`src/rtl/usb_rx_pkg.sv`:
```
// Shared constants and types for the USB receive bit path.
package usb_rx_pkg;
  localparam logic USB_J_LEVEL    = 1'b1;
  localparam int   USB_ONES_LIMIT = 6;
  localparam int   USB_BYTE_W     = 8;
  typedef logic [USB_BYTE_W-1:0] usb_byte_t;
endpackage

```
`src/rtl/usb_nrzi_decoder.sv`:
```
// NRZI decoder: an unchanged line level decodes to 1 and a toggle decodes to 0.
module usb_nrzi_decoder
  import usb_rx_pkg::*;
(
  input  logic i_clk,
  input  logic i_rst,
  input  logic i_bit_strobe,
  input  logic i_d_plus,
  input  logic i_rcving,
  output logic o_dec_bit,
  output logic o_dec_stb
);

  logic r_prev_d;

  // Idle parks the reference level at J so the first strobe of a packet decodes against J.
  always_ff @(posedge i_clk) begin
    if (i_rst || !i_rcving)
      r_prev_d <= USB_J_LEVEL;
    else if (i_bit_strobe)
      r_prev_d <= i_d_plus;
  end

  assign o_dec_bit = ~(i_d_plus ^ r_prev_d);
  assign o_dec_stb = i_bit_strobe & i_rcving;

endmodule

```
`src/rtl/usb_rx_unstuffer.sv`:
```
// Receive bit unstuffer: drops stuff bits, flags stuffing violations, and packs data bits LSB-first into bytes.
module usb_rx_unstuffer
  import usb_rx_pkg::*;
#(
  parameter int ONES_LIMIT = USB_ONES_LIMIT
) (
  input  logic      i_clk,
  input  logic      i_rst,
  input  logic      i_bit_strobe,
  input  logic      i_d_plus,
  input  logic      i_rcving,
  output logic      o_bit_valid,
  output logic      o_d_orig,
  output logic      o_stuff_skip,
  output logic      o_stuff_err,
  output usb_byte_t o_rx_byte,
  output logic      o_byte_ready
);

  localparam logic [2:0] LIM = 3'(ONES_LIMIT);

  logic      w_dec_bit;
  logic      w_dec_stb;
  logic [2:0] r_ones_cnt;
  logic [2:0] r_bit_cnt;
  usb_byte_t r_shreg;
  usb_byte_t w_shreg_nxt;
  usb_byte_t r_rx_byte;
  logic      r_bit_valid;
  logic      r_d_orig;
  logic      r_stuff_skip;
  logic      r_stuff_err;
  logic      r_byte_ready;

  usb_nrzi_decoder u_nrzi (
    .i_clk        (i_clk),
    .i_rst        (i_rst),
    .i_bit_strobe (i_bit_strobe),
    .i_d_plus     (i_d_plus),
    .i_rcving     (i_rcving),
    .o_dec_bit    (w_dec_bit),
    .o_dec_stb    (w_dec_stb)
  );

  assign w_shreg_nxt = {w_dec_bit, r_shreg[USB_BYTE_W-1:1]};

  always_ff @(posedge i_clk) begin
    if (i_rst) begin
      r_ones_cnt   <= '0;
      r_bit_cnt    <= '0;
      r_shreg      <= '0;
      r_rx_byte    <= '0;
      r_bit_valid  <= 1'b0;
      r_d_orig     <= 1'b0;
      r_stuff_skip <= 1'b0;
      r_stuff_err  <= 1'b0;
      r_byte_ready <= 1'b0;
    end else begin
      r_bit_valid  <= 1'b0;
      r_stuff_skip <= 1'b0;
      r_byte_ready <= 1'b0;
      if (!i_rcving) begin
        // Any partial byte is abandoned; rx_byte keeps the last complete byte.
        r_ones_cnt  <= '0;
        r_bit_cnt   <= '0;
        r_stuff_err <= 1'b0;
      end else if (w_dec_stb) begin
        if (r_ones_cnt != LIM) begin
          r_ones_cnt  <= w_dec_bit ? r_ones_cnt + 3'd1 : 3'd0;
          r_bit_valid <= 1'b1;
          r_d_orig    <= w_dec_bit;
          r_shreg     <= w_shreg_nxt;
          r_bit_cnt   <= r_bit_cnt + 3'd1;
          if (r_bit_cnt == 3'd7) begin
            r_rx_byte    <= w_shreg_nxt;
            r_byte_ready <= 1'b1;
          end
        end else if (!w_dec_bit) begin
          r_stuff_skip <= 1'b1;
          r_ones_cnt   <= '0;
        end else begin
          // Violation: counter holds at the limit so the next 0 is still taken as the stuff bit.
          r_stuff_err <= 1'b1;
        end
      end
    end
  end

  assign o_bit_valid  = r_bit_valid;
  assign o_d_orig     = r_d_orig;
  assign o_stuff_skip = r_stuff_skip;
  assign o_stuff_err  = r_stuff_err;
  assign o_rx_byte    = r_rx_byte;
  assign o_byte_ready = r_byte_ready;

endmodule
```
`config.mk`:
```
export PLATFORM = sky130hd
export DESIGN_NAME = usb_rx_unstuffer
export DESIGN_NICKNAME = d
export VERILOG_FILES = /design/src/rtl/usb_rx_pkg.sv /design/src/rtl/usb_nrzi_decoder.sv /design/src/rtl/usb_rx_unstuffer.sv
export SDC_FILE = /design/constraint.sdc
export NUM_CORES = 1
export LEC_CHECK = 0
export CAP_MARGIN = 20
export CELL_PAD_IN_SITES_DETAIL_PLACEMENT = 0
export CELL_PAD_IN_SITES_GLOBAL_PLACEMENT = 1
export CORE_MARGIN = 2
export CORE_UTILIZATION = 38
export CTS_CLUSTER_SIZE = 8
export DETAILED_ROUTE_END_ITERATION = 10
export GPL_ROUTABILITY_DRIVEN = 0
export PLACE_DENSITY_LB_ADDON = 0.12
export SLEW_MARGIN = 10
export SYNTH_ARGS = -nofsm -noshare
export SYNTH_HDL_FRONTEND = slang
export SYNTH_SLANG_ARGS = --single-unit
```
`constraint.sdc`:
```
create_clock -name i_clk -period 1.9 [get_ports i_clk]
set_input_delay 0.38 -clock i_clk [delete_from_list [all_inputs] [get_ports i_clk]]
set_output_delay 0.38 -clock i_clk [all_outputs]
set_load 0.02 [all_outputs]
```
---- Word-level counts from Yosys, hierarchy flattened ----
Cells that the tools add are included.
operators by class
  bitwise operators ....................... 6
  reduce and logical (&&, ||, !) cells .... 12
  multiply operators ...................... 0
  shift-type cells ........................ 0
  order comparisons ....................... 0
  divide/modulo/power cells ............... 0
  mux-type cells .......................... 6
  eq/ne operators ......................... 2
  add/subtract/negate cells ............... 2
operator list
  cell                                                           count
  3-bit two-way mux                                              3
  4-bit OR reduction                                             2
  3-bit by 1-bit adder with 3-bit output, second input constant  2
  3-bit AND reduction                                            2
  1-bit NOT                                                      4
  2-bit AND reduction                                            2
  4-bit AND reduction                                            1
  3-bit equality test, second input constant                     1
  1-bit two-way mux                                              3
  3-bit != test, second input constant                           1
  3-bit OR reduction                                             1
  2-bit nonzero test                                             1
  2-bit OR reduction                                             1
  1-bit bitwise AND                                              1
  1-bit logical NOT                                              1
  1-bit logical OR                                               1
  1-bit XOR                                                      1
storage, ports and cells
  bits in read-only memories .............. 0
  bits of input ports ..................... 5
  bits in writable memories ............... 0
  logic and storage cells ................. 38
  memories kept ........................... 0
  latch bits .............................. 0
  flip-flop bits (word level) ............. 28

---- Logic depth before layout (Yosys ltp) ----
  depth in word-level cells ............... 3
  depth in mapped cells ................... 6
  depth with buffers taken out ............ 5

---- Hierarchy ----
A second synthesis with hierarchy kept.
second synthesis, totals
  cells, all modules ...................... 123
  area, all modules ....................... 1162.4 um2
by module, submodules not included
  module            area an instance (um2)  times used  cells each
  usb_rx_unstuffer  1108.6                  1           118
  usb_nrzi_decoder  53.8                    1           5

---- Worst setup path before layout ----
Ideal clock, no wire load.
  path kind ............................... flip-flop to flip-flop
  start point ............................. register r_ones_cnt[0]
  end point ............................... register r_ones_cnt[1]
  period minus slack after synthesis ...... 1.349 ns
  arrival ................................. 1.221 ns
  cell stages (with the launch flop) ...... 7
  required time ........................... 1.772 ns
  path buffers ............................ 1
  setup slack ............................. 0.551 ns
  cells stage by stage .................... dfxtp_1 > inv_1 > ha_1 > and2_4 > buf_4 > a21oi_1 > o32ai_2
on the way
  cells in the longest elaborated chain, start to end .. 3
  elaborated cells between the ends (all ways) .. 6
  classes of those cells .................. add/sub: 1; eq/ne: 1; mux: 2; reduce/logical: 2
ends and longest elaborated chain
  item                                                                            line                                            source
  start, declared                                                                 usb_rx_unstuffer.sv:24                          logic [2:0] r_ones_cnt;
  start signal, assigned                                                          usb_rx_unstuffer.sv:69                          r_ones_cnt <= w_dec_bit ? r_ones_cnt + 3'd1 : 3'd0;
  3-bit by 1-bit adder with 3-bit output / 3-bit != test (equally long branches)  usb_rx_unstuffer.sv:69, usb_rx_unstuffer.sv:68
  3-bit two-way mux / 2-bit nonzero test (equally long branches)                  n/a
  3-bit two-way mux / 2-bit AND reduction (equally long branches)                 n/a
Several ways; a longest one is shown, not always the timed one.
A chain may end at the register's enable or synchronous reset.

==> metrics.csv <==
stage;metric;value;unit
worst_setup_path;Critical Path RT;1.52;ns
final_layout;Post-layout nets;147;
final_layout;fraction of layout instances using a drive strength above 1;0.0956;
synthesis;asr flop ratio synth;0;
worst_setup_path;WS Path Type;reg -> out;
drt;drt initial violations;26;
placed_design;number of I/O port buffers;17;
worst_setup_path;CP max-delay cell;clkdlybuf4s50_1;
synthesis;Seq/Total Area, Yosys;0.485;
worst_setup_path;Slowest Stage Delay on Critical Path;0.62;ns
clock_tree;number of buffers created by CTS;3;
timing;fin crit period;1.71;ns
synthesis;number of flops mapped to enable cells by yosys;0;
worst_setup_path;CP delay by family, top;buffers and inverters;
worst_setup_path;CP endpoint kind;output pin;
global_route;Most Crowded Layer GR;met2;
worst_setup_path;critical-path maximum fanout;4;
flow_run;max-cap check violation count;0;
worst_hold_path;min-delay worst type;reg -> reg;
die;die width;57.2;um
timing;max-slew violation count;0;
synthesis;synthesized area per cell;9.02;sq um
drt;vias per cell;5.46;
power;pwr dens;649;mW/mm^2
timing;Worst slew margin;0.731;
global_route;met2 usage;0.250;
drt;Vias;912;
timing;Peak Freq;586;MHz
synthesis;post-synthesis cell count;119;
drt;Routed WL;2260;um
clock_tree;CTS max path bufs;2;
power;Power, Total;851;uW
power;Max VDD drop;0.410;mV
worst_setup_path;Reg2Reg Depth;5;
die;die height;57.2;um
worst_setup_path;WP data arrival;1.33;ns
die;Initial Util;0.396;
synthesis;Post-Syn Area;0.00107;sq mm
timing;RSZ-0062 raised after global routing;false;
timing;endpoints failing hold;0;
clock_tree;Post-CTS Hold Fix Bufs;0;
timing;Setup-failing EPs final;0;
global_route;vias in the first global route;888;
global_route;largest net degree at the start of global routing;16;
power;Pleak;0.000447;uW
synthesis;Seq cells post-synth;26;
run_status;outcome;completed;
clock_tree;clk slew on worst S/H paths;0.13;ns
placed_design;DP Wirelength;1540;um
synthesis;Synth Warn #;0;
die;Ports;18;
drt;DRC Markers;0;
synthesis;ys flop type;dfxtp_1;
synthesis;Syn Nets;128;
worst_setup_path;Levels on crit path;1;
global_route;first-pass GRT wire length;3910;um
clock_tree;CTS sink cnt;26;
synthesis;distinct cell type count after synthesis;28;
global_route;routing usage on met3;0.0295;
timing;clk_skew;0.00403;ns
timing;fin crit share;0.897;
timing;setup TNS;0;ns
global_route;routing usage on met1;0.205;
clock_tree;post-CTS setup buffers;0;
global_route;initial antenna violation count;0;
global_route;gr usage total;0.154;
clock_tree;worst-skew pair later-pin latency;0.31;ns
clock_tree;TritonCTS clock tree;yes;
final_layout;Ant. Diodes;0;
worst_setup_path;CP cell instances;clkdlybuf4s50_1;
die;core box area;0.00271;sq mm
worst_hold_path;hold depth;2;
drt;Initial DRT Pass Iterations;4;
final_layout;area delta synth->final;22.1;%
worst_setup_path;WP buf/inv;1;
worst_setup_path;Critical Path Source Type;flop;
global_route;total global routing overflow;0;
drt;Routed WL per cell;13.5;um
die;Die Area;0.00327;sq mm
die;std cell rows;19;
clock_tree;CTS resizes;0;
clock_tree;Root Buffer Master;clkbuf_4;
timing;Slew @ Worst Pin;0.401;ns
clock_tree;htree depth;1;
drt;Antenna Nets Post-Route;0;
## cell families after synthesis
group / share of synthesized area
muxes: 0.00932
adders and majority gates: 0.0466
AOI/OAI and AO/OA: 0.228
DFF: 0.485
xor gates and xnor gates: 0.0152
and+or+nand+nor: 0.167
buffers and inverters: 0.0489
## synthesized netlist by cell type (2+ instances only)
library cell | n | area (sq um)
a21oi_1 | 21 | 105
clkbuf_1 | 4 | 15.0
dfxtp_1 | 26 | 521
ha_1 | 4 | 50.1
nand2_1 | 7 | 26.3
nand3_1 | 16 | 80.1
nor2_1 | 3 | 11.3
nor3_1 | 2 | 10.0
o21ai_0 | 15 | 75.1
o21ai_1 | 3 | 15.0
## routing by layer
layer  vias to the layer above  wire, um
met5                         -         0
met4                         0        17
met3                         2        72
met2                        14      1060
met1                       435      1110
li1                        461         -
## where the power goes
part,total [uW],internal (uW),switching (uW),leakage [uW]
Clock,228,74.1,154,0.0000138
Combinational,69.9,31.0,38.9,0.000224
Sequential,553,550,3.24,0.000210
## registers in the layout, indices dropped and copies added, names as in the netlist
register,cells
o_stuff_err,1
r_bit_cnt,3
o_bit_valid,1
r_shreg,7
r_ones_cnt,3
u_nrzi.r_prev_d,1
o_stuff_skip,1
o_byte_ready,1
o_rx_byte,8
## worst paths after layout
kind | end | slack [ns] | from
min | o_rx_byte[0] | 0.49 | r_shreg[1]
max reg2reg | r_ones_cnt[1] | 0.38 | r_ones_cnt[0]
max | o_d_orig | 0.19 | r_shreg[7]
min reg2reg | o_rx_byte[0] | 0.49 | r_shreg[1]
## cells in the final DEF (no fill, tap or decap), drive strengths merged
cell type	n
nor3	2
clkdlybuf4s50	17
nand3	17
a21oi	21
o22ai	1
ha	4
a31oi	1
nor2b	1
clkbuf	3
inv	1
a21bo	1
a21boi	1
nor2	3
and2	2
o21ai	18
mux2i	1
xnor2	1
o32ai	1
dfxtp	26
or3	1
nand2	7
buf	4
nand3b	1
nand2b	1
## stage by stage
stage / hold WS (ns) / std cells / utilization / cell area [sq um] / setup WS [ns]
floorplan: 0.440 / 119 / - / 1070 / 0.551
global placement: 0.464 / 164 / 0.476 / 1290 / 0.188
detailed placement: 0.468 / 164 / 0.476 / 1290 / 0.191
CTS: 0.490 / 167 / 0.484 / 1310 / 0.180
global route: 0.509 / 167 / 0.484 / 1310 / 0.138
finish: 0.485 / 167 / 0.484 / 1310 / 0.195
## layout make-up
| cell class | instances | area, sq um |
|---|---|---|
| tap | 31 | 38.8 |
| sequential | 26 | 520 |
| inverter | 1 | 3.75 |
| fill | 278 | 1400 |
| clock buffer | 3 | 22.5 |
| multi-input combinational | 85 | 500 |
| timing repair buffer | 21 | 225 |
(Power assumes the default switching activity.)
